[src/rtl/capture_bank_ctrl.sv]
// capture_bank_ctrl
//
// Write-side controller for the spectrogram sample store. It generalises the
// old two-bank ping-pong writer to NUM_BANKS = 2**BANK_W banks of DEPTH words.
//
// While signal_detected is high the controller streams RAM write addresses
// {cur_bank, idx} into the current bank. When a bank holds DEPTH words it is
// handed to the reader (its bank_busy bit is set) and capture moves on to the
// next bank. A bank stays busy until the reader frees it with bank_release.
// If the next bank is still busy, capture stalls. Every sample offered while
// stalled is dropped and counted, and overflow is raised.
//
// Ports
//   clk                    clock; all state changes on the rising edge
//   reset                  asynchronous, active-high
//   signal_detected        capture request (level)
//   bank_release           1-cycle pulse: the reader is done with release_bank
//   release_bank           bank freed by bank_release
//   we                     RAM write strobe (combinational)
//   addr_in                RAM write address {cur_bank, idx}
//   bank_full              1-cycle pulse: full_bank holds DEPTH valid words
//   full_bank              bank reported by bank_full
//   memorization_completed 1-cycle pulse while the FSM is in DONE
//   final_bank             bank holding the last sample of the capture
//   idx_final              index of the last sample written
//   bank_busy              ownership vector; bit b set = bank b owned by the reader
//   overflow               sticky flag: samples dropped since reset
//   drop_cnt               saturating count of dropped samples
//   state                  IDLE=0 WRITE=1 DONE=2 STALL=3
module capture_bank_ctrl #(
  parameter int IDX_W  = 8,
  parameter int DEPTH  = 200,
  parameter int BANK_W = 1,
  parameter int DROP_W = 16
) (
  input  logic                    clk,
  input  logic                    reset,
  input  logic                    signal_detected,
  input  logic                    bank_release,
  input  logic [BANK_W-1:0]       release_bank,
  output logic                    we,
  output logic [BANK_W+IDX_W-1:0] addr_in,
  output logic                    bank_full,
  output logic [BANK_W-1:0]       full_bank,
  output logic                    memorization_completed,
  output logic [BANK_W-1:0]       final_bank,
  output logic [IDX_W-1:0]        idx_final,
  output logic [(2**BANK_W)-1:0]  bank_busy,
  output logic                    overflow,
  output logic [DROP_W-1:0]       drop_cnt,
  output logic [1:0]              state
);

  localparam int NUM_BANKS = 2**BANK_W;
  localparam logic [IDX_W-1:0] LAST_IDX = IDX_W'(DEPTH - 1);

  // A bank must hold at least two words, and the index must be able to address all of them.
  generate
    if (DEPTH < 2 || DEPTH > (2**IDX_W)) begin : g_bad_depth
      $error("capture_bank_ctrl: DEPTH must satisfy 2 <= DEPTH <= 2**IDX_W");
    end
  endgenerate

  typedef enum logic [1:0] {
    S_IDLE  = 2'd0,
    S_WRITE = 2'd1,
    S_DONE  = 2'd2,
    S_STALL = 2'd3
  } state_t;

  state_t                state_q,      state_d;
  logic [BANK_W-1:0]     cur_bank_q,   cur_bank_d;
  logic [IDX_W-1:0]      idx_q,        idx_d;
  logic [BANK_W-1:0]     last_bank_q,  last_bank_d;
  logic [IDX_W-1:0]      last_idx_q,   last_idx_d;
  logic                  dirty_q,      dirty_d;
  logic                  bank_full_q,  bank_full_d;
  logic [BANK_W-1:0]     full_bank_q,  full_bank_d;
  logic [BANK_W-1:0]     final_bank_q, final_bank_d;
  logic [IDX_W-1:0]      idx_final_q,  idx_final_d;
  logic                  overflow_q,   overflow_d;
  logic [DROP_W-1:0]     drop_cnt_q,   drop_cnt_d;
  logic [NUM_BANKS-1:0]  bank_busy_q,  bank_busy_d;

  logic [NUM_BANKS-1:0]  busy_set;
  logic [NUM_BANKS-1:0]  busy_clr;
  logic [BANK_W-1:0]     next_bank;

  assign next_bank = cur_bank_q + BANK_W'(1);

  // Ownership bits. If a bank is set and released in the same cycle, the set
  // wins, so a freshly handed-over bank is never lost.
  generate
    for (genvar gi = 0; gi < NUM_BANKS; gi++) begin : g_busy
      assign busy_clr[gi]    = bank_release && (release_bank == BANK_W'(gi));
      assign bank_busy_d[gi] = busy_set[gi] | (bank_busy_q[gi] & ~busy_clr[gi]);
    end
  endgenerate

  always_comb begin
    state_d      = state_q;
    cur_bank_d   = cur_bank_q;
    idx_d        = idx_q;
    last_bank_d  = last_bank_q;
    last_idx_d   = last_idx_q;
    dirty_d      = dirty_q;
    bank_full_d  = 1'b0;
    full_bank_d  = full_bank_q;
    final_bank_d = final_bank_q;
    idx_final_d  = idx_final_q;
    overflow_d   = overflow_q;
    drop_cnt_d   = drop_cnt_q;
    busy_set     = '0;

    case (state_q)
      S_IDLE: begin
        idx_d = '0;
        if (signal_detected) begin
          state_d = bank_busy_q[cur_bank_q] ? S_STALL : S_WRITE;
        end
      end

      S_WRITE: begin
        if (signal_detected) begin
          last_bank_d = cur_bank_q;
          last_idx_d  = idx_q;
          dirty_d     = 1'b1;
          if (idx_q == LAST_IDX) begin
            // The bank is complete. Hand it to the reader and move to the next bank.
            idx_d              = '0;
            busy_set[cur_bank_q] = 1'b1;
            bank_full_d        = 1'b1;
            full_bank_d        = cur_bank_q;
            dirty_d            = 1'b0;
            cur_bank_d         = next_bank;
            if (bank_busy_q[next_bank]) begin
              state_d = S_STALL;
            end
          end else begin
            idx_d = idx_q + IDX_W'(1);
          end
        end else begin
          // Latch the report on entry to DONE so that it is valid together with the completion pulse.
          state_d      = S_DONE;
          final_bank_d = last_bank_q;
          idx_final_d  = last_idx_q;
        end
      end

      S_DONE: begin
        // A partly filled bank still holds samples the reader must collect.
        if (dirty_q) begin
          busy_set[cur_bank_q] = 1'b1;
          cur_bank_d         = next_bank;
          dirty_d            = 1'b0;
        end
        idx_d   = '0;
        state_d = S_IDLE;
      end

      S_STALL: begin
        if (signal_detected) begin
          overflow_d = 1'b1;
          if (drop_cnt_q != {DROP_W{1'b1}}) begin
            drop_cnt_d = drop_cnt_q + DROP_W'(1);
          end
        end
        if (!bank_busy_q[cur_bank_q]) begin
          idx_d   = '0;
          state_d = signal_detected ? S_WRITE : S_IDLE;
        end else if (!signal_detected) begin
          // Capture ended while blocked. Report the last sample actually written.
          state_d      = S_DONE;
          final_bank_d = last_bank_q;
          idx_final_d  = last_idx_q;
        end
      end

      default: state_d = S_IDLE;
    endcase
  end

  always_ff @(posedge clk or posedge reset) begin
    if (reset) begin
      state_q      <= S_IDLE;
      cur_bank_q   <= '0;
      idx_q        <= '0;
      last_bank_q  <= '0;
      last_idx_q   <= '0;
      dirty_q      <= 1'b0;
      bank_full_q  <= 1'b0;
      full_bank_q  <= '0;
      final_bank_q <= '0;
      idx_final_q  <= '0;
      overflow_q   <= 1'b0;
      drop_cnt_q   <= '0;
      bank_busy_q  <= '0;
    end else begin
      state_q      <= state_d;
      cur_bank_q   <= cur_bank_d;
      idx_q        <= idx_d;
      last_bank_q  <= last_bank_d;
      last_idx_q   <= last_idx_d;
      dirty_q      <= dirty_d;
      bank_full_q  <= bank_full_d;
      full_bank_q  <= full_bank_d;
      final_bank_q <= final_bank_d;
      idx_final_q  <= idx_final_d;
      overflow_q   <= overflow_d;
      drop_cnt_q   <= drop_cnt_d;
      bank_busy_q  <= bank_busy_d;
    end
  end

  assign we                     = (state_q == S_WRITE) && signal_detected;
  assign memorization_completed = (state_q == S_DONE);
  assign addr_in                = {cur_bank_q, idx_q};
  assign bank_full              = bank_full_q;
  assign full_bank              = full_bank_q;
  assign final_bank             = final_bank_q;
  assign idx_final              = idx_final_q;
  assign bank_busy              = bank_busy_q;
  assign overflow               = overflow_q;
  assign drop_cnt               = drop_cnt_q;
  assign state                  = state_q;

endmodule

[config.mk]
export PLATFORM = sky130hd
export DESIGN_NAME = capture_bank_ctrl
export DESIGN_NICKNAME = d
export VERILOG_FILES = /design/src/rtl/capture_bank_ctrl.sv
export SDC_FILE = /design/constraint.sdc
export NUM_CORES = 1
export LEC_CHECK = 0
export BUFFER_PORTS_ARGS = -buffer_cell sky130_fd_sc_hd__clkbuf_2
export CAP_MARGIN = 20
export CORE_MARGIN = 2
export CORE_UTILIZATION = 50
export CTS_CLUSTER_SIZE = 24
export DETAILED_ROUTE_END_ITERATION = 10
export PLACE_DENSITY = 0.83
export SYNTH_ARGS = -nofsm -noshare
export SYNTH_HDL_FRONTEND = slang
export SYNTH_SLANG_ARGS = --single-unit
[constraint.sdc]
create_clock -name clk -period 2.5 [get_ports clk]
set_clock_uncertainty 0.1 [all_clocks]
set_input_delay 0.75 -clock clk [delete_from_list [all_inputs] [get_ports clk]]
set_output_delay 0.75 -clock clk [all_outputs]
set_load 0.05 [all_outputs]
* After elaboration in Yosys (flattened, before gate mapping) *
Index checks and enable logic that the tools add are counted.
Widths: inputs -> output; s select.

storage, ports and cells
  output and inout port bits = 43
  bits of input ports = 5
  bits in registers = 51

operators by class
  bitwise operators = 7
  add/sub/neg operators = 3
  magnitude comparators = 3
  reductions and logical operators = 17
  muxes and demuxes = 39
  equal/unequal tests = 14

operators with widths
  kind                   number
  $mux 8                 5
  $pmux 8 s3             1
  $mux 2                 10
  $add 16x1->16 const B  1
  $mux 1                 16
  $ne 16x16->1 const B   1
  $pmux 8 s2             1
  $ne 2x2->1 const B     5
  $reduce_and 2->1       5
  $ne 3x3->1 const B     3
  $add 8x1->8 const B    1
  $eq 8x8->1 const B     1
  $pmux 2 s4             1
  $reduce_and 4->1       2
  $pmux 1 s2             3
  $reduce_and 3->1       2
  $eq 2x2->1 const B     2
  $logic_and 1x1->1      4
  $lt 1x2->1 const B     2
  $pmux 2 s2             1
  $reduce_bool 2->1      2
  $not 1->1              3
  $and 1x1->1            2
  $eq 2x1->1 const B     1
  other kinds (7)        8

* Depth between registers and ports, before layout *
Gate-level depths: netlist (run 1).

  depth after elaboration = 8
  mapped depth = 7

* Least setup slack after synthesis (run 1) *
Ideal clock, no wire load.

  path kind = flip-flop to output port
  start = reg state_q[1] (netlist: state[1])
  end = out we
  stages on the path, launching flop included = 5
  slack = 0.168 ns
  data arrival time = 1.482 ns
  cells stage by stage = dfrtp_1 -> inv_1 -> ha_1 -> nand2_1 -> inv_2

on the way
  longest elaborated chain between the ends = 2

ends and longest elaborated chain
  element                   line  RTL
  start: declaration        71    state_t state_q, state_d;
  start signal: assignment  199   state_q <= state_d;
  $eq 2x1->1                215   assign we = (state_q == S_WRITE) && signal_detected;
  $logic_and 1x1->1         215
  end: declaration          41    output logic we,

No other way between the ends.

* Final worst setup path (run 1) *
Same ends and word-level chain as after synthesis.

==> metrics.txt, run 1 <==
Core Area 4755 um^2; cell area after synthesis 2490 um^2; grt ovf 0; relative slew slack 0.5787; final hold vios 0; Final Setup Violations 0; Avg Cell Area, Syn 11.37 um^2; clock power share 0.163; HPWL Detailed 3716 um; DR top layer met4; vias 1,906; P_leak 1.407 nW; Seq pwr share 0.395; first-pass GRT wire length 8404 um; DR vias/cell 5.606; Syn Inst Count 219; initial antenna violation count 0; WP depth 5; main flop type after synthesis dfrtp_1; synthesis-to-layout area growth 16.78%; layout cells sized above 1 0.3004; reg-to-reg startpoint state[0]; Detail Route Antenna Nets 0; Internal 1.577 mW; Clock Path Buffers 2; worst-skew pair later-pin latency 0.30 ns; Post-synth EDFFs 0; total power 2.863 mW; # DRC 0; PwrDens 984.5 nW/um^2; Buf+Inv Stages, Crit Path 3; combinational share of power 0.442; Max stage delay on crit path 0.43 ns; Worst EP required 1.65 ns; initial DRC count 86; CTS tree done; Routed WL 5064 um; max_cap viols 0; worst reg2reg path depth 4; Clk pin slew, worst setup/hold paths 0.08 ns; die outline area 5560 um^2; Hold Crit Depth 1; Root Driver clkbuf_8; flop-to-flop setup slack 0.44 ns; commonest non-fill, non-tap cells in the layout 51 x dfrtp_1, 46 x clkbuf_2, 17 x nand2_1; Net Count, Synth 231; Hold/Removal Path Class reg2reg; worst-path cell chain inv_1, ha_2, nand2_1, inv_2, buf_2; warnings from Yosys 0; Post-synth ARST share 1.000; H-tree depth 2; Placer Congestion 0.8744; Synth top area share 0.5126; Num CTS Buffers 5; met1 wire length 2332 um; vias in the first global route 1,796; # clock sinks 51; worst slew pin tran 0.6320 ns; Critical Path End Type output port; # rows 25; postcts setup bufs 0; hold endpoint overflow; Tmin final 2.411 ns; VDD IR-drop max 816.6 uV; final core occ 0.6116; register area share after synthesis 0.5126; Psw 1.286 mW; startpoint types register; cell type with the highest aggregate area in the netlist dfrtp_1; crit path launch state[1]; largest net degree at the start of global routing 52; sw frac 0.4492; Total GRT Usage 0.1952; commonest non-fill, non-tap cell in the layout dfrtp_1; number of diodes 0; final max-slew violation count 0; I/O pins 48; CTS resizes 0; hold wc startpoint overflow; WL met2 2462 um; fin crit share 0.9645; TritonRoute pass-1 iters 4; Wirelength per Cell 14.89 um; crit-path max FO 8; Max Clk Rate 414.7 MHz; Crit-path slowest cell dfrtp_1; Yosys reg bits 51; largest cells by area after synthesis dfrtp_1 51%, mux2_2 5.9%, mux2_1 4.1%; cell family with most CP delay buffers and inverters; Arr. time, crit path 1.56 ns; critical path class reg2out; Initial Util 0.5237; Die Width 74.57 um; RSZ-0062 raised after global routing no; met3 routed WL 181 um; Cell variety after synth 47; Port Buf Inserts 47; Post-layout nets 285; setup TNS 0 ns; status complete, no violations; chip height 74.57 um; FF-to-FF End idx_final[4]; Hold Buf Count CTS 0
-- kinds of logic (layout without fill, tap and decap cells) --
group / Yosys count / count (layout) / synth area share
xor gates and xnor gates: 15 / 15 / 0.05276
and+or+nand+nor: 69 / 69 / 0.1487
AOI/OAI and AO/OA: 36 / 36 / 0.1075
adders and majority gates: 7 / 7 / 0.03517
muxes: 25 / 25 / 0.1136
buffers and inverters: 16 / 70 / 0.02965
DFF: 51 / 51 / 0.5126
-- state kept, by name, indices dropped and copies added (netlist names), 2 cells and up --
name	cells
idx_final	8
last_idx_q	8
state	2
idx_q	8
bank_busy	2
drop_cnt	16
-- worst reg2reg max path: stages (launching register included) --
cell      delay, ns
dfrtp_1        0.44
ha_1           0.33
nor2_1         0.14
a211oi_4       0.53
mux2_1         0.40
-- cell usage after synthesis (all sizes together) (2+ instances only) --
cell type / count
nor4: 2
ha: 7
a21oi: 10
a31oi: 2
nand4: 10
buf: 4
and4: 4
mux2i: 2
nor2b: 2
a32o: 2
a41oi: 2
xnor2: 11
xor2: 4
dfrtp: 51
inv: 10
mux2: 23
nand2: 17
nor2: 11
o31ai: 2
clkbuf: 2
nor3: 2
o21ai: 9
nand3: 12
nand2b: 2
a2111oi: 2
a211oi: 2
-- worst max-delay path by stage --
stage,slack [ns],to
finish,0.09,we
CTS,0.01,we
floorplan,0.17,we
detailed placement,0.28,idx_q[7]
global placement,0.32,we
global route,0.01,we
-- stage by stage --
step	hold slack, ns	instance area, um^2	worst slack (ns)	std cells
6_report	0.3848	2908	0.08863	340
2_1_floorplan	0.3585	2490	0.1677	219
4_1_cts	0.3936	2905	0.01045	340
5_1_grt	0.4059	2908	0.01101	340
3_5_place_dp	0.3743	2818	0.2796	333
3_3_place_gp	0.3523	2818	0.3156	333
-- power groups by stage --
stage	combinational (mW)	clock [mW]	sequential, mW
4_1_cts	1.27	0.485	1.13
5_1_grt	1.36	0.509	1.16
3_5_place_dp	1.26	0	1.15
3_3_place_gp	1.23	0	1.14
6_report	1.26	0.467	1.13
2_1_floorplan	0.674	0	1.46
-- metal layers --
metal | global-route usage | vias to the layer above
met2 | 0.3107 | 47
met5 | 0 | -
li1 | - | 899
met4 | 0.08135 | 0
met1 | 0.2709 | 950
met3 | 0.02575 | 10
-- final cells by class --
class | count | area (um^2)
clock buffer | 6 | 82.58
clock inverter | 1 | 5.005
fill | 430 | 1847
inverter | 10 | 37.54
multi-input combinational | 152 | 1142
sequential | 51 | 1276
tap | 67 | 83.83
timing repair buffer | 53 | 280.3
No activity file was read; power rests on OpenSTA's default activity.
==> run 2: changes to the inputs <==
--- a/constraint.sdc
+++ b/constraint.sdc
@@ -4,2 +4,2 @@
 set_output_delay 0.75 -clock clk [all_outputs]
-set_load 0.05 [all_outputs]
+set_load 0.02 [all_outputs]
==> run 2 against run 1 <==
- power decreased by 10%
- first-iteration DRC count increased by 5.8%
- utilization about the same
- critical endpoint unchanged
- clock-buffer cell count increased by 1
- largest power group is now registers
- sequential cell count unchanged
- via count decreased by 3.1%
- combinational power decreased by 22%
==> metrics.txt, run 2 (synthesis results as in run 1) <==
Hold/Removal Path Class in2async; first-pass GRT wire length 7879 um (-6.2%); die outline area 5560 um^2 (unchanged); combinational share of power 0.382 (-0.060); Wirelength per Cell 14.14 um (-5.1%); I/O pins 48 (unchanged); vias 1,846 (-3.1%); PwrDens 884.5 nW/um^2 (-10%); Seq pwr share 0.442 (+0.047); Worst EP required 1.65 ns (about the same); Final Setup Violations 0 (unchanged); clock power share 0.175 (+0.012); CTS resizes 0 (unchanged); Clock Path Buffers 2 (unchanged); Root Driver clkbuf_8; worst slew pin tran 0.6168 ns (-0.01516 ns); Placer Congestion 0.8933 (+2.2%); post-place setup slack 0.2831 ns (+0.003473 ns); Critical Path End Type output port; crit-path max FO 8 (unchanged); setup TNS 0 ns (unchanged); fin crit share 0.9225 (-0.04209); max reg flops 16 (unchanged); Clk pin slew, worst setup/hold paths 0.09 ns (about the same); Tmin final 2.306 ns (-0.1052 ns); CTS tree done; Die Width 74.57 um (unchanged); status complete, no violations; Psw 1.013 mW (-21%); Post-layout nets 284 (-0.35%); Internal 1.557 mW (-1.2%); # clock sinks 51 (unchanged); Core Area 4755 um^2 (unchanged); Arr. time, crit path 1.46 ns (-0.10 ns); placed insts 332 (-0.30%); Routed WL 4808 um (-5.1%); initial DRC count 91 (+5.8%); final max-slew violation count 0 (unchanged); synthesis-to-layout area growth 16.73% (about the same); HPWL Detailed 3602 um (-3.1%); Max Clk Rate 433.6 MHz (+4.6%); sw frac 0.3942 (-0.05502); number of diodes 0 (unchanged); Total GRT Usage 0.1868 (-0.008417); layout cells sized above 1 0.2930 (-0.007326); # rows 25 (unchanged); max_cap viols 0 (unchanged); worst-skew pair later-pin latency 0.30 ns (about the same); initial antenna violation count 0 (unchanged); vias in the first global route 1,683 (-6.3%); chip height 74.57 um (unchanged); final core occ 0.6113 (about the same); RSZ-0062 raised after global routing no; TritonRoute pass-1 iters 6 (+2); final worst slack 0.1939 ns (+0.1052 ns); hold_ws 0.3503 ns (-0.03451 ns); commonest non-fill, non-tap cells in the layout 51 x dfrtp_1, 47 x clkbuf_2, 17 x nand2_1; Hold Buf Count CTS 0 (unchanged); DR vias/cell 5.429 (-3.1%); Num CTS Buffers 5 (unchanged); relative slew slack 0.5875 (+0.008787); Detail Route Antenna Nets 0 (unchanged); grt ovf 0 (unchanged); Port Buf Inserts 47 (unchanged); H-tree depth 2 (unchanged); postcts setup bufs 0 (unchanged); startpoint types register; fin cells 340 (unchanged); largest net degree at the start of global routing 30 (-42%); P_leak 1.402 nW (-0.39%); Initial Util 0.5237 (unchanged); # DRC 0 (unchanged); critical path class reg2out; VDD IR-drop max 456.7 uV (-44%); final hold vios 0 (unchanged); commonest non-fill, non-tap cell in the layout dfrtp_1
==> run 2: cell count changes in the layout (fill, tap and decap cells not counted) <==
cell and change:
buf_4 -2, clkbuf_2 +1, clkbuf_1 +2, buf_12 +1, buf_2 -1, clkbuf_8 -1
==> run 2: power by group through the flow <==
stage,registers [mW],clock network [mW],logic [mW]
CTS,1.14,0.467,0.990
global placement,1.14,0,0.956
floorplan,1.23,0,0.629
detailed placement,1.16,0,0.983
global route,1.17,0.506,1.09
finish,1.14,0.451,0.982
==> run 2: final cells by class <==
| type | instances | area (um^2) |
|---|---|---|
| well taps | 67 | 83.83 |
| flip-flops and latches | 51 | 1276 |
| multi-input cells | 152 | 1142 |
| fillers | 400 | 1848 |
| clock inverters | 1 | 5.005 |
| inverters | 10 | 37.54 |
| clock buffers | 7 | 76.32 |
| repair buffers | 52 | 285.3 |
==> run 2: worst paths after layout <==
| check | startpoint | to | slack [ns] | cells past startpoint |
|---|---|---|---|---|
| min reg2reg | idx_final[2] | idx_final[2] | 0.39 | 1 |
| max in group asynchronous | reset | last_idx_q[0] | 1.41 | 3 |
| max reg2reg | state[0] | idx_final[3] | 0.40 | 4 |
| max | state[1] | we | 0.19 | 5 |
| min | reset | drop_cnt[10] | 0.35 | 2 |
| min in group clk | idx_final[2] | idx_final[2] | 0.39 | 1 |
==> run 2: stage by stage <==
stage	instance area, um^2	power (mW)
final	2907	2.571
after global routing	2907	2.759
after CTS	2904	2.594
after detailed placement	2823	2.138
after global placement	2823	2.099
after floorplan	2490	1.855
==> run 2: layer usage <==
layer | global-route usage | vias up | routed length (um)
met5 | 0 | - | 0
met4 | 0.05952 | 0 | 60
met3 | 0.05014 | 5 | 175
met2 | 0.2901 | 37 | 2295
met1 | 0.2568 | 903 | 2276
li1 | - | 901 | -
==> run 2: critical path, cell delays in order, from the launching register on <==
cell and delay (ns):
dfrtp_1 0.43, inv_1 0.12, ha_2 0.26, nand2_1 0.11, inv_2 0.07, clkbuf_2 0.16
